--- src/rtl/decoder_2to4.sv ---
// ----------------------------------------------------------------------------
// decoder_2to4
//
// Registered 2-to-4 binary decoder. A 2-bit select code is converted into a
// 4-bit one-hot word (one-cold when ACTIVE_LOW=1) and captured on the rising
// clock, so downstream logic sees a glitch-free value one cycle after the
// code is sampled. A new code may be applied every cycle.
//
// Parameters:
//   ACTIVE_LOW  0: asserted output bit is 1, idle level is 0000.
//               1: asserted output bit is 0, idle level is 1111.
//
// Ports:
//   clk          rising-edge clock
//   rst          synchronous, active-high reset (priority over en)
//   input_bits   binary select code
//   en           decode enable; when low both outputs hold
//   output_bits  registered decoded word
//   out_valid    high once output_bits holds a decode of a sampled code
// ----------------------------------------------------------------------------
module decoder_2to4 #(
   parameter bit ACTIVE_LOW = 1'b0
) (
   input  logic       clk,
   input  logic       rst,
   input  logic [1:0] input_bits,
   input  logic       en,
   output logic [3:0] output_bits,
   output logic       out_valid
);

   // Level of every output bit when nothing is asserted.
   localparam logic [3:0] IDLE_LEVEL = ACTIVE_LOW ? 4'b1111 : 4'b0000;

   logic [3:0] one_hot;
   logic       code_known;
   logic [3:0] next_bits;

   // The default arm only matters for an unknown select code in simulation:
   // it yields the idle level and marks the result invalid. For synthesis
   // the four explicit arms already cover every code.
   always_comb begin
      one_hot    = '0;
      code_known = 1'b1;
      case (input_bits)
         2'b00:   one_hot = 4'b0001;
         2'b01:   one_hot = 4'b0010;
         2'b10:   one_hot = 4'b0100;
         2'b11:   one_hot = 4'b1000;
         default: begin
            one_hot    = '0;
            code_known = 1'b0;
         end
      endcase
   end

   always_comb begin
      next_bits = IDLE_LEVEL;
      if (code_known) begin
         next_bits = ACTIVE_LOW ? ~one_hot : one_hot;
      end
   end

   always_ff @(posedge clk) begin
      if (rst) begin
         output_bits <= IDLE_LEVEL;
         out_valid   <= 1'b0;
      end else if (en) begin
         output_bits <= next_bits;
         out_valid   <= code_known;
      end
   end

endmodule

--- config.mk ---
export PLATFORM = sky130hd
export DESIGN_NAME = decoder_2to4
export DESIGN_NICKNAME = d
export VERILOG_FILES = /design/src/rtl/decoder_2to4.sv
export SDC_FILE = /design/constraint.sdc
export NUM_CORES = 1
export LEC_CHECK = 0
export CAP_MARGIN = 0
export CORE_AREA = 2 2 39 41
export CTS_CLUSTER_DIAMETER = 80
export DETAILED_ROUTE_END_ITERATION = 8
export DIE_AREA = 0 0 41 43
export DONT_BUFFER_PORTS = 1
export SETUP_SLACK_MARGIN = 0.3
export SYNTH_ARGS = -nofsm -noshare
export SYNTH_HDL_FRONTEND = slang
export SYNTH_SLANG_ARGS = --single-unit
--- constraint.sdc ---
create_clock -name clk -period 1.5 [get_ports clk]
set_clock_uncertainty 0.1 [all_clocks]
set_input_delay 0.375 -clock clk [delete_from_list [all_inputs] [get_ports clk]]
set_output_delay 0.375 -clock clk [all_outputs]
set_load 0.02 [all_outputs]
==> implementation parameters, run 1 <==
Parameter                              Value

Floorplanning
  DIE HEIGHT    around 43 um
  Count of boundary I/O pins    10
  Width of the die    a little over 40 um
  Starting Density    0.134
  Number of core rows    14
  Core footprint    between 1000 and 1500 um^2
  Die ar.    1760 um^2

Yosys
  Syn Nets    24
  Share of the yosys chip area belonging to registers    0.541
  Warnings, synthesis    0
  Average cell area after synthesis    slightly below 10 um^2
  Cell taking the most area after synthesis    sky130_fd_sc_hd__dfxtp_1
  Top cells by area, synth    sky130_fd_sc_hd__dfxtp_1, sky130_fd_sc_hd__nand2b_1, sky130_fd_sc_hd__a21oi_1
  Post-synthesis instance area    approximately 190 um^2
  Yosys cell types    8
  Number of cells produced by synthesis    19
  Flip-flop and latch count after synthesis    5
  Share of the synthesized area in the top cell type    0.541

Cells and area
  Diodes inserted    0
  Layout cells sized above 1    0.217
  Fill cells    approximately 160
  Cell Count, Final, Fillers Out    39
  Syn-to-layout area delta    25.7%
  Fin nets    29

CTS
  Clock-pin slew reported for the worst setup and hold paths after clock tree synthesis    roughly 40 ps
  TritonCTS clock tree    done
  Clock tree buffer depth    2
  Post-CTS setup repair buffer count    0
  Deepest level of the CTS H-tree    1
  Clk_lat worst skew    240 ps
  TritonCTS Buffers    3
  CTS Root Buffer Type    sky130_fd_sc_hd__clkbuf_4
  # clock sinks    5

Worst setup path
  Crit path arrival time    a little under 700 ps
  Worst-case register-to-register setup slack    680 ps
  Biggest fanout along the worst timing path    2
  Endpoint required time on the critical path    just over 1000 ps
  Startpoint type of the worst setup path    flip-flop
  CP Capture Type    output port
  Category of the critical setup timing path    reg2out

Timing
  Final setup viols    0
  Unrepaired setup endpoints after global routing    false
  Hold Violations, Final    0
  Sum of negative setup slack    0 ps
  Worst hold-check slack    between 90 and 100 ps
  Worst-margin pin slew    between 200 and 250 ps
  Minimum period implied by the final worst setup slack    ~1200 ps
  Top achievable clock speed    roughly 0.86 GHz
  Worst max-slew margin expressed relative to the limit    0.834
  Tcrit/Tclk final    0.776
  Post-route setup slack    between 300 and 400 ps
  Final slew viol count    0

Detailed routing
  Drt first pass iters    1
  Average vias per placed instance    approximately 3.5
  Total wirelength of the detailed-routed design    about 400 um
  Number of design rule violations left after detail routing    0
  Post-DR wirelength/cell    roughly 10 um
  Starting DRC count in detailed routing    0
  Total via count after detailed routing    138
  ANT nets after route    0

Pwr
  Total power divided by cell area    1360 nW/um^2
  IR drop worst, VDD    ~0.22 mV
  Static leakage power    roughly 0.000077 uW
  Overall power after layout    between 300 and 400 uW

Global routing
  Met3 layer usage reported by global route    0.0785
  Via count of the first global-routing pass    150
  Overflow left after global routing    0
  Largest net degree at the start of global routing    10
  Busiest layer in global routing    met3
  Global-route met2 utilization    0.0781
  Antenna violations before repair    0
  Met1 Resource Use GR    0.0450
  Global routing usage summed across all routing layers    0.0572
  First-pass GRT wire length    572 um

Placed design
  Count of input and output buffers    0
  Routability congestion estimate    approximately 0.58
  Pre-CTS WS    approximately 440 ps
  Cell count after placement    35

Job
  # Max-Cap Violations    0

Min path
  Worst Hold Class    in2reg

Status
  Run status    complete, no violations
-- kinds of logic (layout without fill, tap and decap cells) --
| family | count (synthesis) | count (layout) | share of synthesized area |
|---|---|---|---|
| AOI/OAI and AO/OA | 4 | 4 | 0.128 |
| buffers and inverters | 0 | 4 | 0 |
| DFF | 5 | 5 | 0.541 |
| and+or+nand+nor | 10 | 10 | 0.331 |
-- report_power, final --
group          internal, uW  switching [uW]  leakage, uW
Sequential              140            11.1    0.0000415
Combinational          7.07            3.49    0.0000203
Clock                   101            55.4    0.0000150
Total                   247            70.0    0.0000768
-- cells in the final DEF, fill, tap and decap left out, drive strengths merged --
cell type | Yosys | layout
dfxtp | 5 | 5
nand2b | 4 | 4
a21oi | 4 | 4
clkbuf | 0 | 4
nand3b | 2 | 2
nor2 | 2 | 2
or3b | 1 | 1
nand3 | 1 | 1
-- path summary, 6_finish.rpt --
kind	from	cells after the start	to
max reg2reg	output_bits[0]$_SDFFE_PP0P_	2	output_bits[0]$_SDFFE_PP0P_
min	rst	1	output_bits[0]$_SDFFE_PP0P_
min reg2reg	output_bits[2]$_SDFFE_PP0P_	2	output_bits[2]$_SDFFE_PP0P_
max	output_bits[3]$_SDFFE_PP0P_	0	output_bits[3]
-- metal layers --
layer / vias to the layer above / wire (um)
li1: 72 / -
met1: 59 / 177
met2: 7 / 170
met3: 0 / 43
met4: 0 / 0
met5: - / 0
-- cell usage after synthesis, drive strengths merged --
| master | number |
|---|---|
| dfxtp | 5 |
| a21oi | 4 |
| nand2b | 4 |
| nand3b | 2 |
| nor2 | 2 |
| nand3 | 1 |
| or3b | 1 |
-- timing repair --
item	CTS	global route
hold buffers	0	0
hold endpoints to repair	0	0
gates resized for setup	0	1
setup endpoints to repair	0	1
-- final cells by class --
class	count	area (um^2)	area share
Sequential cell	5	101	0.435
Multi-Input combinational cell	14	85.1	0.366
Tap cell	16	20.0	0.0860
Clock buffer	4	26.3	0.113
-- per-stage QoR --
step	cell area, um^2	util
2_1_floorplan	185	-
3_3_place_gp	205	0.148
3_5_place_dp	205	0.148
4_1_cts	231	0.167
5_1_grt	233	0.168
6_report	233	0.168
-- state kept, by name, indices dropped and copies added (netlist names) --
signal	cells
out_valid	1
output_bits	4
(Power assumes the default switching activity.)
==> run 2, diff against run 1 <==
==> constraint.sdc (replaced) <==
create_clock -name clk -period 1.15 [get_ports clk]
set_clock_uncertainty 0.1 [all_clocks]
set_input_delay 0.2875 -clock clk [delete_from_list [all_inputs] [get_ports clk]]
set_output_delay 0.2875 -clock clk [all_outputs]
set_load 0.02 [all_outputs]
==> implementation parameters, run 2 (synthesis results as in run 1) <==
Parameter                              Value

Timing
  Minimum period implied by the final worst setup slack    slightly above 1000 ps
  Sum of negative setup slack    0 ps (unchanged)
  Worst-margin pin slew    107 ps (-141 ps)
  Final slew viol count    0 (unchanged)
  Hold Violations, Final    2 (+2)
  Final setup viols    0 (unchanged)
  Tcrit/Tclk final    0.876
  Top achievable clock speed    0.992 GHz
  Unrepaired setup endpoints after global routing    true
  Worst max-slew margin expressed relative to the limit    0.928 (+0.0944)
  Worst hold-check slack    -8.78 ps (-101 ps)

Pwr
  Design internal power    317 uW (+28%)
  Static leakage power    0.0000798 uW (+3.9%)
  Total power divided by cell area    1640 nW/um^2 (+20%)
  Part of the total power dissipated in sequential elements    0.464 (-0.011)
  Switching Share    0.229 (+0.00839)
  Combinational share of power    0.034 (about the same)
  IR drop worst, VDD    0.568 mV (+160%)
  Part of the power in the clock network    0.502 (+0.010)
  Switching pwr    94.1 uW (+34%)
  Overall power after layout    411 uW (+29%)

CTS
  Clk_lat worst skew    240 ps (about the same)
  TritonCTS Buffers    3 (unchanged)
  Deepest level of the CTS H-tree    1 (unchanged)
  # clock sinks    5 (unchanged)
  CTS Root Buffer Type    sky130_fd_sc_hd__clkbuf_4
  Post-CTS setup repair buffer count    0 (unchanged)
  Clock tree buffer depth    2 (unchanged)
  TritonCTS clock tree    done
  Clock-pin slew reported for the worst setup and hold paths after clock tree synthesis    50 ps (about the same)

Global routing
  First-pass GRT wire length    607 um (+6.1%)
  Busiest layer in global routing    met3
  Largest net degree at the start of global routing    10 (unchanged)
  Antenna violations before repair    0 (unchanged)
  Global-route met2 utilization    0.0719 (-0.00625)
  Global routing usage summed across all routing layers    0.0594 (+0.00213)
  Via count of the first global-routing pass    155 (+3.3%)
  Overflow left after global routing    0 (unchanged)
  Met3 layer usage reported by global route    0.0890 (+0.0105)
  Met1 Resource Use GR    0.0518 (+0.00676)

Detailed routing
  Total via count after detailed routing    145 (+5.1%)
  Post-DR wirelength/cell    10.6 um (+5.4%)
  ANT nets after route    0 (unchanged)
  Average vias per placed instance    3.72 (+5.1%)
  Drt first pass iters    2 (+1)
  Starting DRC count in detailed routing    2 (+2)
  Total wirelength of the detailed-routed design    413 um (+5.4%)
  Number of design rule violations left after detail routing    0 (unchanged)

Status
  Violated checks    hold timing
  Run status    complete, but fails checks

Cells and area
  Top library cells by usage in the layout, fill and taps aside    sky130_fd_sc_hd__dfxtp_4, sky130_fd_sc_hd__nand2b_1, sky130_fd_sc_hd__a21oi_1, sky130_fd_sc_hd__clkbuf_4
  Diodes inserted    0 (unchanged)
  Syn-to-layout area delta    35.1%
  Regs by FF count    output_bits (4), out_valid (1)
  Largest register FFs    4 (unchanged)
  Fin nets    29 (unchanged)
  Layout cells sized above 1    0.391 (+0.174)
  Leading cell type in the layout, fill and taps excluded    sky130_fd_sc_hd__dfxtp_4
  Register name with the most flops    output_bits

Worst setup path
  Reg-to-reg endpoint    output_bits[0]$_SDFFE_PP0P_
  Biggest fanout along the worst timing path    2 (unchanged)
  Crit path arrival time    620 ps (-70 ps)
  Endpoint required time on the critical path    760 ps (-260 ps)
  CP Capture Type    output port
  Worst-case register-to-register setup slack    410 ps (-270 ps)
  Depth of the worst register-to-register path    2 (unchanged)
  Startpoint type of the worst setup path    flip-flop
  Category of the critical setup timing path    reg2out
  Reg2Reg Launch Point    output_bits[0]$_SDFFE_PP0P_

Floorplanning
  Die ar.    1760 um^2 (unchanged)
  Width of the die    41 um (unchanged)
  Core footprint    1380 um^2 (unchanged)
  Count of boundary I/O pins    10 (unchanged)
  DIE HEIGHT    43 um (unchanged)
  Number of core rows    14 (unchanged)
  Starting Density    0.134 (unchanged)

Min path
  Hold path endpoint    output_bits[0]$_SDFFE_PP0P_
  Worst Hold Path Cells    1 (unchanged)
  Worst Hold Class    in2reg
  Hold Startpoint    rst

Job
  # Max-Cap Violations    0 (unchanged)

Placed design
  Routability congestion estimate    0.542 (-6.4%)
  Count of input and output buffers    0 (unchanged)
==> run 2: cell counts in the layout (fill, tap and decap cells not counted) <==
Identical to the previous run, type by type.
==> run 2: worst max path at each step <==
stage	from	endpoint	slack (ps)	cells past startpoint
final	output_bits[0]$_SDFFE_PP0P_	output_bits[0]	140	0
after global routing	output_bits[0]$_SDFFE_PP0P_	output_bits[0]	120	0
after CTS	output_bits[0]$_SDFFE_PP0P_	output_bits[0]	130	0
after detailed placement	input_bits[0]	output_bits[0]$_SDFFE_PP0P_	190	2
after global placement	input_bits[0]	output_bits[0]$_SDFFE_PP0P_	180	2
after floorplan	input_bits[0]	output_bits[0]$_SDFFE_PP0P_	220	2
==> run 2: power groups by stage <==
| stage | sequential, uW | combinational, uW | clock [uW] |
|---|---|---|---|
| 6_report | 191 | 14.1 | 206 |
| 3_3_place_gp | 200 | 13.9 | 0 |
| 5_1_grt | 191 | 15.6 | 229 |
| 3_5_place_dp | 200 | 13.9 | 0 |
| 4_1_cts | 191 | 14.1 | 212 |
| 2_1_floorplan | 198 | 12.6 | 0 |
==> run 2: routing by layer <==
layer  up-vias  wire length [um]  part of all wire
met3         0                91              0.22
met4         0                 0                 0
met5         -                 0                 0
met2        10               168              0.41
met1        63               152              0.37
li1         72                 -                 -
==> run 2: timing repair <==
| item | 4_1_cts | 5_1_grt |
|---|---|---|
| endpoints found under the hold margin | 3 | 5 |
| gates cloned | 0 | 0 |
| endpoints found under the setup margin | 6 | 5 |
| gates resized for setup | 10 | 0 |
==> run 2: layout make-up <==
type,instances,area [um^2]
fill,155,1130
multi-input combinational,14,85.1
tap,16,20.0
clock buffer,4,26.3
sequential,5,119
==> run 2: metrics by stage <==
stage | cells | cell area, um^2 | worst slack, ps | utilization | hold WS (ps)
finish | 39 | 250 | 142 | 0.181 | -8.78
global route | 39 | 250 | 119 | 0.181 | -25.4
CTS | 39 | 250 | 134 | 0.181 | -13.8
global placement | 35 | 205 | 183 | 0.148 | 253
floorplan | 19 | 185 | 219 | - | 250
detailed placement | 35 | 205 | 192 | 0.148 | 252
==> run 3, diff against run 2 <==
--- a/config.mk
+++ b/config.mk
@@ -11,6 +11,7 @@
 export DETAILED_ROUTE_END_ITERATION = 8
 export DIE_AREA = 0 0 41 43
 export DONT_BUFFER_PORTS = 1
+export GPL_TIMING_DRIVEN = 0
 export SETUP_SLACK_MARGIN = 0.3
 export SYNTH_ARGS = -nofsm -noshare
 export SYNTH_HDL_FRONTEND = slang
==> implementation parameters, run 3 (synthesis results as in run 1) <==
Parameter                              Value

Status
  Run status    complete, but fails checks
  Violated checks    hold timing

Worst setup path
  CP Capture Type    output port
  Worst-case register-to-register setup slack    410 ps (about the same)
  Crit path arrival time    620 ps (about the same)
  Biggest fanout along the worst timing path    2 (unchanged)
  Category of the critical setup timing path    reg2out
  Startpoint type of the worst setup path    flip-flop
  Depth of the worst register-to-register path    2 (unchanged)
  Logic depth of the worst path, buffers included    0 (unchanged)
  Endpoint required time on the critical path    760 ps (about the same)

Timing
  Tcrit/Tclk final    0.876 (about the same)
  Hold Violations, Final    4 (+2)
  Final slew viol count    0 (unchanged)
  Unrepaired setup endpoints after global routing    true
  Minimum period implied by the final worst setup slack    1010 ps (-0.497 ps)
  Top achievable clock speed    0.993 GHz (about the same)
  Sum of negative setup slack    0 ps (unchanged)
  Worst-margin pin slew    96.0 ps (-11.3 ps)
  Final setup viols    0 (unchanged)
  Worst max-slew margin expressed relative to the limit    0.936 (+0.00751)
  Worst hold-check slack    -4.07 ps (+4.71 ps)
  Post-route setup slack    143 ps (+0.497 ps)

Placed design
  Count of input and output buffers    0 (unchanged)
  Routability congestion estimate    0.592 (+9.1%)
  Pre-CTS WS    207 ps (+14.2 ps)
  Placed instance area    205 um^2 (unchanged)

Floorplanning
  Count of boundary I/O pins    10 (unchanged)
  DIE HEIGHT    43 um (unchanged)
  Width of the die    41 um (unchanged)
  Die ar.    1760 um^2 (unchanged)
  Core footprint    1380 um^2 (unchanged)
  Starting Density    0.134 (unchanged)
  Number of core rows    14 (unchanged)

Job
  # Max-Cap Violations    0 (unchanged)

Global routing
  Antenna violations before repair    0 (unchanged)
  Global routing usage summed across all routing layers    0.0633 (+0.00390)
  Overflow left after global routing    0 (unchanged)
  Via count of the first global-routing pass    159 (+2.6%)
  Largest net degree at the start of global routing    10 (unchanged)
  First-pass GRT wire length    655 um (+7.9%)

Detailed routing
  Total wirelength of the detailed-routed design    408 um (-1.2%)
  Total via count after detailed routing    143 (-1.4%)
  Post-DR wirelength/cell    10.5 um (-1.2%)
  Number of design rule violations left after detail routing    0 (unchanged)
  ANT nets after route    0 (unchanged)
  Starting DRC count in detailed routing    0 (-2)
  Average vias per placed instance    3.67 (-1.4%)
  Drt first pass iters    1 (-1)

Pwr
  Static leakage power    0.0000798 uW (unchanged)
  IR drop worst, VDD    0.390 mV (-31%)
  Total power divided by cell area    1640 nW/um^2 (about the same)
  Overall power after layout    411 uW (about the same)

Cells and area
  Summed area of non-filler cells in the final layout    250 um^2 (unchanged)
  Diodes inserted    0 (unchanged)
  Regs by FF count    output_bits (4), out_valid (1)
  Syn-to-layout area delta    35.1% (unchanged)
  Leading cell type in the layout, fill and taps excluded    sky130_fd_sc_hd__dfxtp_4
  Register name with the most flops    output_bits
  Layout cells sized above 1    0.391 (unchanged)
  Fin nets    29 (unchanged)
  Top library cells by usage in the layout, fill and taps aside    sky130_fd_sc_hd__dfxtp_4, sky130_fd_sc_hd__nand2b_1, sky130_fd_sc_hd__a21oi_1, sky130_fd_sc_hd__clkbuf_4
  Largest register FFs    4 (unchanged)

CTS
  Deepest level of the CTS H-tree    1 (unchanged)
  Clk_lat worst skew    240 ps (about the same)
  Clock-pin slew reported for the worst setup and hold paths after clock tree synthesis    50 ps (about the same)
  Clock tree buffer depth    2 (unchanged)
  CTS Root Buffer Type    sky130_fd_sc_hd__clkbuf_4
  Post-CTS setup repair buffer count    0 (unchanged)
  TritonCTS clock tree    done
  TritonCTS Buffers    3 (unchanged)
  # clock sinks    5 (unchanged)

Min path
  Worst Hold Path Cells    1 (unchanged)
  Worst Hold Class    in2reg
[run 3: cell counts in the layout (fill, tap and decap cells not counted)]
Identical to the previous run, type by type.
[run 3: final cells by class]
class / count / area [um^2]
clock buffers: 4 / 26.3
multi-input cells: 14 / 85.1
well taps: 16 / 20.0
fillers: 164 / 1130
flip-flops and latches: 5 / 119
[run 3: where the power goes]
| part | internal (uW) | switching (uW) |
|---|---|---|
| sequential | 176 | 14.4 |
| combinational | 9.21 | 4.34 |
| clock | 131 | 75.4 |
| total | 317 | 94.1 |
[run 3: metal layers]
metal	global-route usage	vias to the layer above	part of all wire	routed length (um)
met5	0	-	0	0
met4	0.0200	0	0	0
met3	0.0890	0	0.15	63
met2	0.0719	8	0.43	176
met1	0.0643	63	0.41	168
li1	-	72	-	-
[run 3: final timing paths]
check / start / end
setup / recovery: output_bits[3]$_SDFFE_PP0P_ / output_bits[3]
hold / removal: rst / output_bits[1]$_SDFFE_PP0P_
setup reg to reg: output_bits[0]$_SDFFE_PP0P_ / output_bits[0]$_SDFFE_PP0P_
hold reg to reg: output_bits[1]$_SDFFE_PP0P_ / output_bits[1]$_SDFFE_PP0P_
[run 3: per-stage QoR]
step / utilization / cells
final: 0.181 / 39
after detailed placement: 0.148 / 35
after global routing: 0.181 / 39
after floorplan: - / 19
after CTS: 0.181 / 39
after global placement: 0.148 / 35
[run 3: what timing repair did]
action,4_1_cts,5_1_grt
setup endpoints to repair,6,5
resized for setup,10,0
hold endpoints to repair,5,5
